[config.mk]
export PLATFORM = sky130hd
export DESIGN_NAME = surf_phy_align_v3
export DESIGN_NICKNAME = d
export VERILOG_FILES = /design/src/rtl/surf_phy_align_v3.sv
export SDC_FILE = /design/constraint.sdc
export NUM_CORES = 1
export LEC_CHECK = 0
export CAP_MARGIN = 10
export CORE_AREA = 3 3 123 215
export DETAILED_ROUTE_END_ITERATION = 12
export DIE_AREA = 0 0 126 218
export GPL_ROUTABILITY_DRIVEN = 0
export HOLD_SLACK_MARGIN = 0.05
export PLACE_DENSITY = 0.48
export REMOVE_ABC_BUFFERS = 1
export SLEW_MARGIN = 20
export SYNTH_ARGS = -nofsm -noshare
export SYNTH_HDL_FRONTEND = slang
export SYNTH_SLANG_ARGS = --single-unit
[constraint.sdc]
create_clock -name sysclk_i -period 2.8 [get_ports sysclk_i]
set_input_delay 0.56 -clock sysclk_i [delete_from_list [all_inputs] [get_ports sysclk_i]]
set_output_delay 0.56 -clock sysclk_i [all_outputs]
set_load 0.005 [all_outputs]
[src/rtl/surf_phy_align_v3.sv]
// surf_phy_align_v3
// Automatic training engine for the SURF COUT/DOUT input PHYs. For each of
// NCHAN channels in turn it sweeps the IDELAY taps 0..31, finds the longest
// run of taps that hold a stable rotation of TRAIN_PATTERN, loads the centre
// of that eye and then bitslips until the word equals TRAIN_PATTERN exactly.
// Optional feature macro: SURF_PHY_ALIGN_MONITOR_EN (post-lock word monitor
// driving lock_lost_o; when undefined lock_lost_o is tied to 0).
module surf_phy_align_v3 #(
   parameter int         NCHAN         = 2,
   parameter int         NBITS         = 8,
   parameter logic [7:0] TRAIN_PATTERN = 8'hA9,
   parameter int         SETTLE        = 4,
   parameter int         DWELL         = 64,
   parameter int         MIN_EYE       = 4
) (
   input  logic                   sysclk_i,
   input  logic                   sysclk_rstn_i,
   input  logic                   start_i,
   input  logic [NCHAN*NBITS-1:0] data_i,
   output logic [4:0]             idelay_value_o,
   output logic [NCHAN-1:0]       idelay_load_o,
   output logic [NCHAN-1:0]       bitslip_o,
   output logic                   busy_o,
   output logic                   done_o,
   output logic [NCHAN-1:0]       fail_o,
   output logic [NCHAN-1:0]       lock_lost_o,
   input  logic [2:0]             eye_sel_i,
   output logic [4:0]             eye_center_o,
   output logic [5:0]             eye_width_o
);

   localparam logic [NBITS-1:0] PAT     = TRAIN_PATTERN[NBITS-1:0];
   localparam logic [2:0]       LAST_CH = 3'(NCHAN - 1);

   typedef enum logic [3:0] {
      ST_IDLE, ST_LOAD, ST_SETTLE, ST_DWELL, ST_NEXT_TAP, ST_CENTER,
      ST_SLIP_CHECK, ST_SLIP, ST_SLIP_WAIT, ST_NEXT_CH, ST_DONE
   } state_t;

   state_t           state_reg;
   logic [2:0]       ch_reg;
   logic [4:0]       tap_reg;
   logic [15:0]      cnt_reg;
   logic [3:0]       slips_reg;
   logic [4:0]       cur_start_reg;
   logic [5:0]       cur_len_reg;
   logic [4:0]       best_start_reg;
   logic [5:0]       best_len_reg;
   logic             good_reg;
   logic             centre_ph_reg;   // SETTLE wait belongs to the centre load
   logic [4:0]       idelay_value_reg;
   logic [NCHAN-1:0] idelay_load_reg;
   logic [NCHAN-1:0] bitslip_reg;
   logic             busy_reg;
   logic             done_reg;
   logic [NCHAN-1:0] fail_reg;
   logic [NBITS-1:0] prev_word_reg;
   logic [4:0]       eye_center_mem [8];
   logic [5:0]       eye_width_mem [8];
   logic [4:0]       eye_center_reg;
   logic [5:0]       eye_width_reg;

   // Channel words padded to 8 entries so a 3-bit channel index always fits
   logic [NBITS-1:0] word8 [8];
   logic [7:0]       rot_ok;
   logic [NCHAN-1:0] ch_onehot;
   logic [NBITS-1:0] cur_word;
   logic             cur_rot_ok;
   logic [4:0]       run_start_c;
   logic [5:0]       run_len_c;
   logic [4:0]       centre_c;

   // True when w equals any rotation of the training pattern
   function automatic logic is_rotation(input logic [NBITS-1:0] w);
      logic [NBITS-1:0] r;
      logic             ok;
      r  = PAT;
      ok = 1'b0;
      for (int i = 0; i < NBITS; i++) begin
         if (w == r) ok = 1'b1;
         r = {r[NBITS-2:0], r[NBITS-1]};
      end
      return ok;
   endfunction

   genvar gi;
   generate
      for (gi = 0; gi < 8; gi++) begin : g_word
         if (gi < NCHAN) begin : g_used
            assign word8[gi]     = data_i[gi*NBITS +: NBITS];
            assign ch_onehot[gi] = (ch_reg == 3'(gi));
         end else begin : g_unused
            assign word8[gi] = '0;
         end
         assign rot_ok[gi] = is_rotation(word8[gi]);
      end
   endgenerate

   assign cur_word   = word8[ch_reg];
   assign cur_rot_ok = rot_ok[ch_reg];

   // Run extension for a good tap, and eye centre from the best run
   always_comb begin
      run_len_c   = cur_len_reg + 6'd1;
      run_start_c = (cur_len_reg == 6'd0) ? tap_reg : cur_start_reg;
      centre_c    = best_start_reg + best_len_reg[5:1];
   end

`ifdef SURF_PHY_ALIGN_MONITOR_EN
   logic [NCHAN-1:0] locked_reg;
   logic [NCHAN-1:0] lock_lost_reg;
   assign lock_lost_o = lock_lost_reg;
`else
   assign lock_lost_o = '0;
`endif

   // Training sequencer: sweep, centre, bitslip, per channel in order
   always_ff @(posedge sysclk_i) begin
      if (!sysclk_rstn_i) begin
         state_reg        <= ST_IDLE;
         ch_reg           <= '0;
         tap_reg          <= '0;
         cnt_reg          <= '0;
         slips_reg        <= '0;
         cur_start_reg    <= '0;
         cur_len_reg      <= '0;
         best_start_reg   <= '0;
         best_len_reg     <= '0;
         good_reg         <= 1'b0;
         centre_ph_reg    <= 1'b0;
         idelay_value_reg <= '0;
         idelay_load_reg  <= '0;
         bitslip_reg      <= '0;
         busy_reg         <= 1'b0;
         done_reg         <= 1'b0;
         fail_reg         <= '0;
         for (int i = 0; i < 8; i++) begin
            eye_center_mem[i] <= '0;
            eye_width_mem[i]  <= '0;
         end
`ifdef SURF_PHY_ALIGN_MONITOR_EN
         locked_reg    <= '0;
         lock_lost_reg <= '0;
`endif
      end else begin
         idelay_load_reg <= '0;
         bitslip_reg     <= '0;
         done_reg        <= 1'b0;
`ifdef SURF_PHY_ALIGN_MONITOR_EN
         // Idle-time watch of locked, non-failed channels
         if (!busy_reg) begin
            for (int i = 0; i < NCHAN; i++) begin
               if (locked_reg[i] && !fail_reg[i] && (word8[i] != PAT))
                  lock_lost_reg[i] <= 1'b1;
            end
         end
`endif
         case (state_reg)
            ST_IDLE: begin
               if (start_i) begin
                  ch_reg         <= '0;
                  tap_reg        <= '0;
                  cnt_reg        <= '0;
                  slips_reg      <= '0;
                  cur_start_reg  <= '0;
                  cur_len_reg    <= '0;
                  best_start_reg <= '0;
                  best_len_reg   <= '0;
                  centre_ph_reg  <= 1'b0;
                  fail_reg       <= '0;
                  busy_reg       <= 1'b1;
                  state_reg      <= ST_LOAD;
`ifdef SURF_PHY_ALIGN_MONITOR_EN
                  locked_reg     <= '0;
                  lock_lost_reg  <= '0;
`endif
               end
            end
            ST_LOAD: begin
               idelay_value_reg <= tap_reg;
               idelay_load_reg  <= ch_onehot;
               cnt_reg          <= '0;
               centre_ph_reg    <= 1'b0;
               state_reg        <= ST_SETTLE;
            end
            ST_SETTLE: begin
               if (cnt_reg == 16'(SETTLE - 1)) begin
                  cnt_reg <= '0;
                  if (!centre_ph_reg) begin
                     state_reg <= ST_DWELL;
                  end else if (best_len_reg < 6'(MIN_EYE)) begin
                     fail_reg  <= fail_reg | ch_onehot;
                     state_reg <= ST_NEXT_CH;
                  end else begin
                     state_reg <= ST_SLIP_CHECK;
                  end
               end else begin
                  cnt_reg <= cnt_reg + 16'd1;
               end
            end
            ST_DWELL: begin
               if ((cur_word != prev_word_reg) || !cur_rot_ok) begin
                  good_reg  <= 1'b0;
                  cnt_reg   <= '0;
                  state_reg <= ST_NEXT_TAP;
               end else if (cnt_reg == 16'(DWELL - 1)) begin
                  good_reg  <= 1'b1;
                  cnt_reg   <= '0;
                  state_reg <= ST_NEXT_TAP;
               end else begin
                  cnt_reg <= cnt_reg + 16'd1;
               end
            end
            ST_NEXT_TAP: begin
               if (good_reg) begin
                  cur_start_reg <= run_start_c;
                  cur_len_reg   <= run_len_c;
                  // Strict compare keeps the first of equal-length runs
                  if (run_len_c > best_len_reg) begin
                     best_len_reg   <= run_len_c;
                     best_start_reg <= run_start_c;
                  end
               end else begin
                  cur_len_reg <= '0;
               end
               if (tap_reg != 5'd31) begin
                  tap_reg   <= tap_reg + 5'd1;
                  state_reg <= ST_LOAD;
               end else begin
                  state_reg <= ST_CENTER;
               end
            end
            ST_CENTER: begin
               eye_center_mem[ch_reg] <= centre_c;
               eye_width_mem[ch_reg]  <= best_len_reg;
               idelay_value_reg       <= centre_c;
               idelay_load_reg        <= ch_onehot;
               cnt_reg                <= '0;
               centre_ph_reg          <= 1'b1;
               state_reg              <= ST_SETTLE;
            end
            ST_SLIP_CHECK: begin
               if (cur_word == PAT) begin
`ifdef SURF_PHY_ALIGN_MONITOR_EN
                  locked_reg <= locked_reg | ch_onehot;
`endif
                  state_reg <= ST_NEXT_CH;
               end else if (slips_reg < 4'(NBITS)) begin
                  state_reg <= ST_SLIP;
               end else begin
                  fail_reg  <= fail_reg | ch_onehot;
                  state_reg <= ST_NEXT_CH;
               end
            end
            ST_SLIP: begin
               bitslip_reg <= ch_onehot;
               slips_reg   <= slips_reg + 4'd1;
               cnt_reg     <= '0;
               state_reg   <= ST_SLIP_WAIT;
            end
            ST_SLIP_WAIT: begin
               if (cnt_reg == 16'(SETTLE - 1)) begin
                  cnt_reg   <= '0;
                  state_reg <= ST_SLIP_CHECK;
               end else begin
                  cnt_reg <= cnt_reg + 16'd1;
               end
            end
            ST_NEXT_CH: begin
               if (ch_reg != LAST_CH) begin
                  ch_reg         <= ch_reg + 3'd1;
                  tap_reg        <= '0;
                  slips_reg      <= '0;
                  cur_start_reg  <= '0;
                  cur_len_reg    <= '0;
                  best_start_reg <= '0;
                  best_len_reg   <= '0;
                  state_reg      <= ST_LOAD;
               end else begin
                  state_reg <= ST_DONE;
               end
            end
            ST_DONE: begin
               done_reg  <= 1'b1;
               busy_reg  <= 1'b0;
               state_reg <= ST_IDLE;
            end
            default: state_reg <= ST_IDLE;
         endcase
      end
   end

   // Previous-cycle word of the channel under training, for stability check
   always_ff @(posedge sysclk_i) begin
      if (!sysclk_rstn_i) prev_word_reg <= '0;
      else                prev_word_reg <= cur_word;
   end

   // Registered eye readback; unused slots are never written and read 0
   always_ff @(posedge sysclk_i) begin
      if (!sysclk_rstn_i) begin
         eye_center_reg <= '0;
         eye_width_reg  <= '0;
      end else begin
         eye_center_reg <= eye_center_mem[eye_sel_i];
         eye_width_reg  <= eye_width_mem[eye_sel_i];
      end
   end

   assign idelay_value_o = idelay_value_reg;
   assign idelay_load_o  = idelay_load_reg;
   assign bitslip_o      = bitslip_reg;
   assign busy_o         = busy_reg;
   assign done_o         = done_reg;
   assign fail_o         = fail_reg;
   assign eye_center_o   = eye_center_reg;
   assign eye_width_o    = eye_width_reg;

endmodule
==> impl_metrics.yaml, run 1 <==
worst_setup_path:
  crit_arrival_ns: 2.95
  crit_type: "in2reg"
  crit-reg2reg-launch: "ch_reg[0]"
  cp_max_fo: 12
  r2r-end: "cur_start_reg[1]"
  critPathRequiredTime_ns: 3.16
  cp_num_buf_inv: 3
  crit_family: "buffers and inverters"
  start_kind: "primary input"
  cp_slowest_stage_delay_ns: 0.51
  cpMaxStageDelayCell: "clkdlybuf4s50_1"
  r2r_cells: 8
  crit_chain: "clkdlybuf4s50_1, buf_4, mux2_4, nand2_2, xnor2_1, or3_1, nor4_4, buf_12, a211oi_1, a311oi_1"
  r2r_slack_ns: 0.23
  end_kind: "register"
grt:
  grt_use_total: 0.175
  grt_max_degree: 32
  antenna_found_initial: 0
  grt_pass1_vias: 6793
  grt_pass1_wl_mm: 37.2
  grt.overflow.total: 0
synthesis:
  syn-instance-count: 838
  ys_seq_area_frac: 0.508
  synth_area_um2: 8670
  synth.yosys.warnings: 0
  synthArstFlopShare: 0
  ys.flop_type: "edfxtp_1"
  syn_avg_cell_area_um2: 10.3
  synth_edf_count: 88
  synth_cell_type_count: 74
  synth_seq_cells: 176
die:
  rows: 77
  die_x_um: 126
  start_util: 0.346
  core_area_um2: 25000
  dieArea_um2: 27500
  die_h_um: 218
  io_pins: 48
clocking:
  clkSinkCount: 176
  ctsResizeCount: 0
  clockBufferDepth: 2
  post-cts-setup-buffers: 0
  worstSkewPairLatency_ns: 0.45
  cts_root_buffer: "clkbuf_16"
  path_clk_slew_ns: 0.07
  cts_buffers: 17
  cts_hold_buf: 0
  h-tree-depth: 4
  cts_tree: "done"
final_layout:
  layout_common_cells: "nor2_1, edfxtp_1, dfxtp_1, buf_4, nand2_1"
  syn2layout_area_growth_pct: 22.4
  nets: 988
  final_common_cell: "nor2_1"
  drive_above_1_share: 0.177
  largest_register_ffs: 48
  n_antenna_cell: 0
detailed_routing:
  via_per_inst: 5.15
  drc_errors: 0
  first_pass_iters: 5
  wl_per_cell_um: 18.2
  num_vias: 6562
  first_iter_violations: 300
  routed_wl_mm: 23.3
  antenna_left: 0
timing:
  relSlewSlack: 0.449
  setup_slack_ns: 0.211
  fin_crit_ns: 2.59
  setup_viol: 0
  worstMarginPinSlew_ns: 0.819
  slew_viol_final: 0
  fin_skew_ns: 0.00718
  max_freq_mhz: 386
  post-route-period-util: 0.925
  finalHoldViolCount: 0
  rsz0062_at_grt: "no"
power_and_ir_drop:
  p_switching_mw: 1.73
  combinationalPowerShare: 0.180
  seqPwrFrac: 0.459
  p_int_mw: 4.55
  powerDensity_nw_per_um2: 591
  clkPwrFrac: 0.361
  ir_drop_mv: 0.396
  netSwitchingFraction: 0.275
  leakagePower_nw: 3.87
  power_mw: 6.27
min_path:
  hold-path-cell-count: 2
  hold_path_end: "busy_o"
  hp-start: "busy_o"
  hold_class: "reg2reg"
placed_design:
  post-place-ws_ns: -0.240
  portBuffers: 45
  post-dp-hpwl_mm: 17.9
outcome:
  status: "finished, final reports clean"
flow_run:
  max_cap_viol_count: 0
-- power groups by stage --
stage               sequential (mW)  clock, mW  combinational [mW]
floorplan                      2.97          0               0.557
global placement               2.94          0                1.14
detailed placement             2.94          0                1.14
CTS                            2.88       2.34                1.14
global route                   2.89       2.43                1.24
finish                         2.88       2.26                1.13
-- synth_stat cells, types with 3 or more instances --
cell type  number  share of area
a211oi_1       14          0.012
a21o_1          3         0.0026
a21oi_1        23          0.013
a311oi_1        7         0.0071
a31oi_1         6         0.0043
a32oi_1         4         0.0040
and2_1         17          0.012
and3_1         11         0.0079
and4bb_2        3         0.0043
buf_1           4         0.0017
buf_4           3         0.0026
clkbuf_1       34          0.015
clkinv_1        4         0.0017
dfxtp_1        88           0.20
edfxtp_1       88           0.30
ha_1           19          0.027
inv_1          13         0.0056
inv_2           4         0.0017
mux2i_1        36          0.042
mux4_2         22          0.057
nand2_1        59          0.026
nand2b_1        8         0.0058
nand3_1        33          0.019
nand4_1         7         0.0051
nor2_1        168          0.073
nor2b_1         9         0.0065
nor3_1         13         0.0075
nor4_1         12         0.0087
nor4bb_1       11          0.013
o211ai_1        5         0.0043
o21a_1          5         0.0043
o21ai_0        21          0.012
o22ai_1         5         0.0036
o31ai_1         3         0.0026
or2_2           6         0.0043
xnor2_1        12          0.012
xor2_1         10          0.010
-- how the worst max path moves through the flow --
stage | start | end | slack (ns) | cells after the start
finish | data_i[5] | cnt_reg[2] | 0.21 | 10
global route | ch_reg[0] | cnt_reg[2] | 0.04 | 10
CTS | cur_len_reg[0] | best_start_reg[1] | 0.06 | 11
detailed placement | data_i[0] | cnt_reg[3] | -0.24 | 10
global placement | data_i[0] | state_reg[3] | -0.24 | 10
floorplan | ch_reg[0] | state_reg[1] | -0.20 | 7
-- worst reg2reg max path, delay by kind of cell, from the launching register on --
kind            cells  cell delay [ns]
mux                 1             0.25
buf+inv             1             0.22
simple gates        4             0.98
flops               1             0.48
compound gates      1             0.34
fa+ha+maj           1             0.18
-- stage by stage --
| step | cells | hold WS (ns) | instance area [µm²] | setup TNS (ns) | util |
|---|---|---|---|---|---|
| 2_1_floorplan | 793 | 0.437 | 8460 | -2.32 | - |
| 3_3_place_gp | 1243 | 0.449 | 10100 | -3.47 | 0.401 |
| 3_5_place_dp | 1243 | 0.449 | 10100 | -3.37 | 0.401 |
| 4_1_cts | 1275 | 0.465 | 10600 | 0 | 0.423 |
| 5_1_grt | 1275 | 0.500 | 10600 | 0 | 0.424 |
| 6_report | 1275 | 0.465 | 10600 | 0 | 0.424 |
-- layer usage --
metal | global-route usage | up-vias | part of all wire
met5 | 0 | - | 0
met4 | 0.0594 | 0 | 0.018
met3 | 0.0324 | 28 | 0.021
met2 | 0.355 | 84 | 0.60
met1 | 0.173 | 3203 | 0.37
li1 | - | 3247 | -
-- cell families (layout without fill, tap and decap cells) --
logic type                 count (synthesis)  count (layout)  share of synthesized area
DFF                                      176             176                      0.508
AOI/OAI and AO/OA                        118             118                     0.0942
xor gates and xnor gates                  22              22                     0.0222
and+or+nand+nor                          372             372                      0.207
buffers and inverters                     67             187                     0.0336
other                                      1               2                   0.000432
adders and majority gates                 20              20                     0.0297
muxes                                     62              62                      0.105
-- final cells by class --
type	instances	area, µm²
Inverter	21	78.8
Clock buffer	21	440
Multi-Input combinational cell	596	3990
Tap cell	316	395
Clock inverter	11	109
Timing Repair Buffer	134	1190
Fill cell	2474	14400
Sequential cell	176	4410
Power figures use the tool's default switching activity.
==> run 2: changes to the inputs <==
CORE_AREA = 3 3 97 168   (was 3 3 123 215)
DIE_AREA = 0 0 100 171   (was 0 0 126 218)
PLACE_DENSITY = 0.73   (was 0.48)
==> impl_metrics.yaml, run 2 (synthesized netlist as in run 1, its figures left out) <==
outcome:
  status: "finished, final reports clean"
clocking:
  cts_hold_buf: 0
  clkSinkCount: 176
  path_clk_slew_ns: 0.08
  worstSkewPairLatency_ns: 0.44
  post-cts-setup-buffers: 0
  cts_tree: "done"
  h-tree-depth: 4
  cts_root_buffer: "clkbuf_16"
  clockBufferDepth: 2
  ctsResizeCount: 0
  cts_buffers: 17
final_layout:
  drive_above_1_share: 0.161
  n_antenna_cell: 0
  syn2layout_area_growth_pct: 18.0
  nets: 966
  largest_register_ffs: 48
  final_common_cell: "nor2_1"
  layout_common_cells: "nor2_1, edfxtp_1, dfxtp_1, buf_4, nand2_1"
grt:
  grt.overflow.total: 0
  grt_pass1_wl_mm: 34.7
  grt_max_degree: 41
  grt_pass1_vias: 6951
  grt_use_total: 0.266
  antenna_found_initial: 0
power_and_ir_drop:
  leakagePower_nw: 3.73
  p_switching_mw: 1.79
  clkPwrFrac: 0.365
  netSwitchingFraction: 0.286
  seqPwrFrac: 0.461
  combinationalPowerShare: 0.174
  powerDensity_nw_per_um2: 610
  ir_drop_mv: 0.381
  power_mw: 6.25
  p_int_mw: 4.46
timing:
  fin_crit_ns: 2.66
  max_freq_mhz: 376
  fin_skew_ns: 0.0148
  worstMarginPinSlew_ns: 0.710
  post-route-period-util: 0.949
  setup_viol: 0
  finalHoldViolCount: 0
  rsz0062_at_grt: "no"
  slew_viol_final: 0
  holdWs_ns: 0.443
  relSlewSlack: 0.525
worst_setup_path:
  critPathRequiredTime_ns: 3.14
  r2r-end: "eye_center_mem[3][0]"
  crit_arrival_ns: 3.00
  cp_num_buf_inv: 3
  end_kind: "register"
  r2r_cells: 6
  crit_chain: "clkdlybuf4s50_1, buf_4, nor4bb_1, o21ai_0, a211oi_1, o22ai_1, nor4_2, buf_4, a211oi_1, a311oi_1"
  crit_type: "in2reg"
  cp_max_fo: 19
  cp_slowest_stage_delay_ns: 0.46
  cpMaxStageDelayCell: "clkdlybuf4s50_1"
  crit-reg2reg-launch: "state_reg[0]"
  start_kind: "primary input"
  r2r_slack_ns: 0.24
  crit_family: "buffers and inverters"
detailed_routing:
  first_pass_iters: 6
  via_per_inst: 6.12
  num_vias: 6850
  routed_wl_mm: 22.0
  route.met2.wl_mm: 12.6
  drc_errors: 0
  wl_met1_mm: 7.31
  first_iter_violations: 342
  antenna_left: 0
  wl_per_cell_um: 19.7
  dr_wl_met3_um: 889
  top_layer: "met4"
min_path:
  hp-start: "busy_o"
  hold_class: "reg2reg"
  hold-path-cell-count: 2
  hold_path_end: "busy_o"
die:
  io_pins: 48
  start_util: 0.579
  rows: 59
  die_x_um: 100
  dieArea_um2: 17100
  die_h_um: 171
  core_area_um2: 15000
flow_run:
  max_cap_viol_count: 0
placed_design:
  portBuffers: 45
  post-dp-hpwl_mm: 16.2
run 2: worst max path at each step:
stage | from | to | depth (start not counted)
after CTS | cur_len_reg[0] | best_start_reg[3] | 11
after detailed placement | data_i[4] | cnt_reg[2] | 10
after floorplan | ch_reg[0] | state_reg[1] | 7
final | data_i[4] | cnt_reg[2] | 10
after global placement | data_i[12] | state_reg[3] | 9
after global routing | data_i[12] | cnt_reg[2] | 10
run 2: area by class of cell:
class	count	area, µm²
Multi-Input combinational cell	596	3980
Tap cell	183	229
Timing Repair Buffer	112	966
Inverter	21	78.8
Clock inverter	15	145
Fill cell	1174	4750
Clock buffer	17	425
Sequential cell	176	4410
run 2: worst register-to-register path, delay by kind of cell, from the launching register on:
kind | cells | cell delay (ns)
flip-flops | 1 | 0.32
AND/OR/NAND/NOR | 5 | 1.72
buffers and inverters | 1 | 0.21
run 2: stage by stage:
stage / setup TNS [ns] / setup slack, ns / utilization / cells / instance area (µm²)
after floorplan: -2.32 / -0.195 / - / 793 / 8460
after global placement: -2.09 / -0.176 / 0.644 / 1088 / 9660
after detailed placement: -4.09 / -0.311 / 0.644 / 1088 / 9660
after CTS: 0 / 0.115 / 0.682 / 1120 / 10200
after global routing: 0 / 0.00916 / 0.683 / 1120 / 10200
final: 0 / 0.143 / 0.683 / 1120 / 10200
run 2: power by group through the flow:
stage | clock network [mW] | registers (mW) | logic (mW)
finish | 2.28 | 2.88 | 1.08
global route | 2.39 | 2.89 | 1.17
CTS | 2.29 | 2.88 | 1.08
detailed placement | 0 | 2.94 | 1.08
global placement | 0 | 2.93 | 1.04
floorplan | 0 | 2.97 | 0.557
run 2: routing by layer:
layer	GRT usage	vias up
met1	0.250	3306
li1	-	3219
met2	0.523	243
met5	0	-
met3	0.0404	82
met4	0.155	0
==> run 3: changes to the inputs <==
CAP_MARGIN = not set   (was 10)
CORE_AREA = 3 3 109 190   (was 3 3 97 168)
DIE_AREA = 0 0 112 193   (was 0 0 100 171)
PLACE_DENSITY = 0.59   (was 0.73)
==> impl_metrics.yaml, run 3 (synthesized netlist as in run 1, its figures left out) <==
worst_setup_path:
  crit_arrival_ns: 2.95
  end_kind: "register"
  critPathRequiredTime_ns: 3.14
  crit-reg2reg-launch: "cur_len_reg[0]"
  startpoint: "cur_len_reg[0]"
  start_kind: "register"
  cp_max_fo: 5
  crit_type: "reg2reg"
  r2r_cells: 10
grt:
  antenna_found_initial: 0
  grt.overflow.total: 0
  grt_pass1_vias: 6859
  grt_max_degree: 36
  grt_pass1_wl_mm: 35.9
  grt_use_total: 0.214
final_layout:
  multiInputGateArea_um2: 3980
  largest_register_ffs: 48
  drive_above_1_share: 0.157
  fillers: 1717
  n_antenna_cell: 0
  syn2layout_area_growth_pct: 19.8
  final_common_cell: "nor2_1"
  layout_common_cells: "nor2_1, dfxtp_1, edfxtp_1, buf_4, nand2_1"
  nets: 968
  regArea_um2: 4400
clocking:
  clockBufferDepth: 2
  cts_buffers: 17
  cts_root_buffer: "clkbuf_16"
  ctsResizeCount: 0
  cts_hold_buf: 0
  h-tree-depth: 4
  cts_tree: "done"
  worstSkewPairLatency_ns: 0.43
  path_clk_slew_ns: 0.06
  clkSinkCount: 176
  post-cts-setup-buffers: 0
power_and_ir_drop:
  leakagePower_nw: 3.78
  ir_drop_mv: 0.440
  powerDensity_nw_per_um2: 626
  power_mw: 6.50
flow_run:
  max_cap_viol_count: 0
timing:
  fin_crit_ns: 2.61
  worstMarginPinSlew_ns: 0.753
  post-route-period-util: 0.932
  max_freq_mhz: 383
  setup_viol: 0
  relSlewSlack: 0.496
  finalHoldViolCount: 0
  slew_viol_final: 0
  holdWs_ns: 0.456
  fin_skew_ns: 0.00592
  rsz0062_at_grt: "no"
detailed_routing:
  first_pass_iters: 6
  wl_per_cell_um: 19.1
  routed_wl_mm: 22.6
  first_iter_violations: 430
  drc_errors: 0
  antenna_left: 0
  via_per_inst: 5.69
  num_vias: 6718
min_path:
  hold-path-cell-count: 2
  hp-start: "busy_o"
  hold_class: "reg2reg"
outcome:
  status: "finished, final reports clean"
die:
  rows: 67
  start_util: 0.452
  die_h_um: 193
  io_pins: 48
  die_x_um: 112
  dieArea_um2: 21600
  core_area_um2: 19200
placed_design:
  post-dp-hpwl_mm: 17.0
  portBuffers: 45
-- run 3: cell types whose count changed in the layout (fill, tap and decap cells not counted), sizes merged --
cell      change
clkinv        +3
clkbuf        +3
clkinvlp      -4
buf           +2
bufinv        +5
inv           -7
-- run 3: per-layer routing --
layer	track usage	wire length, µm
met1	0.207	7920
met2	0.436	13100
met3	0.0331	611
met4	0.101	913
met5	0	0
-- run 3: final timing paths --
kind                endpoint  slack, ns
max          best_len_reg[2]       0.19
min                   busy_o       0.46
max reg2reg  best_len_reg[2]       0.19
min reg2reg           busy_o       0.46
-- run 3: stage by stage --
stage	setup WS, ns	setup TNS [ns]	instance area, µm²	utilization	cells
final	0.190	0	10400	0.541	1180
after global routing	0.00141	0	10400	0.541	1180
after CTS	0.0527	0	10400	0.541	1180
after detailed placement	-0.212	-3.11	9760	0.508	1148
after global placement	-0.168	-2.42	9760	0.508	1148
after floorplan	-0.195	-2.32	8460	-	793
-- run 3: layout make-up --
class / count / area share
sequential: 176 / 0.424
multi-input combinational: 596 / 0.383
timing repair buffer: 114 / 0.0956
clock buffer: 20 / 0.0420
tap: 241 / 0.0290
clock inverter: 12 / 0.0183
inverter: 21 / 0.00759
-- run 3: worst max-delay path, stage by stage (launching register included) --
cell and delay [ns]:
dfxtp_1 0.38, inv_1 0.08, ha_1 0.35, ha_1 0.30, nor2b_1 0.13, o21a_1 0.16
o21a_1 0.16, o21ai_1 0.24, a21oi_2 0.16, or3_1 0.33, a21oi_1 0.23
-- run 3: power breakdown --
group | leakage [nW] | internal (mW) | total (mW) | switching, mW
clock network | 0.307 | 1.57 | 2.54 | 0.963
logic | 1.90 | 0.463 | 1.09 | 0.623
registers | 1.58 | 2.82 | 2.88 | 0.0583
total | 3.78 | 4.86 | 6.50 | 1.64
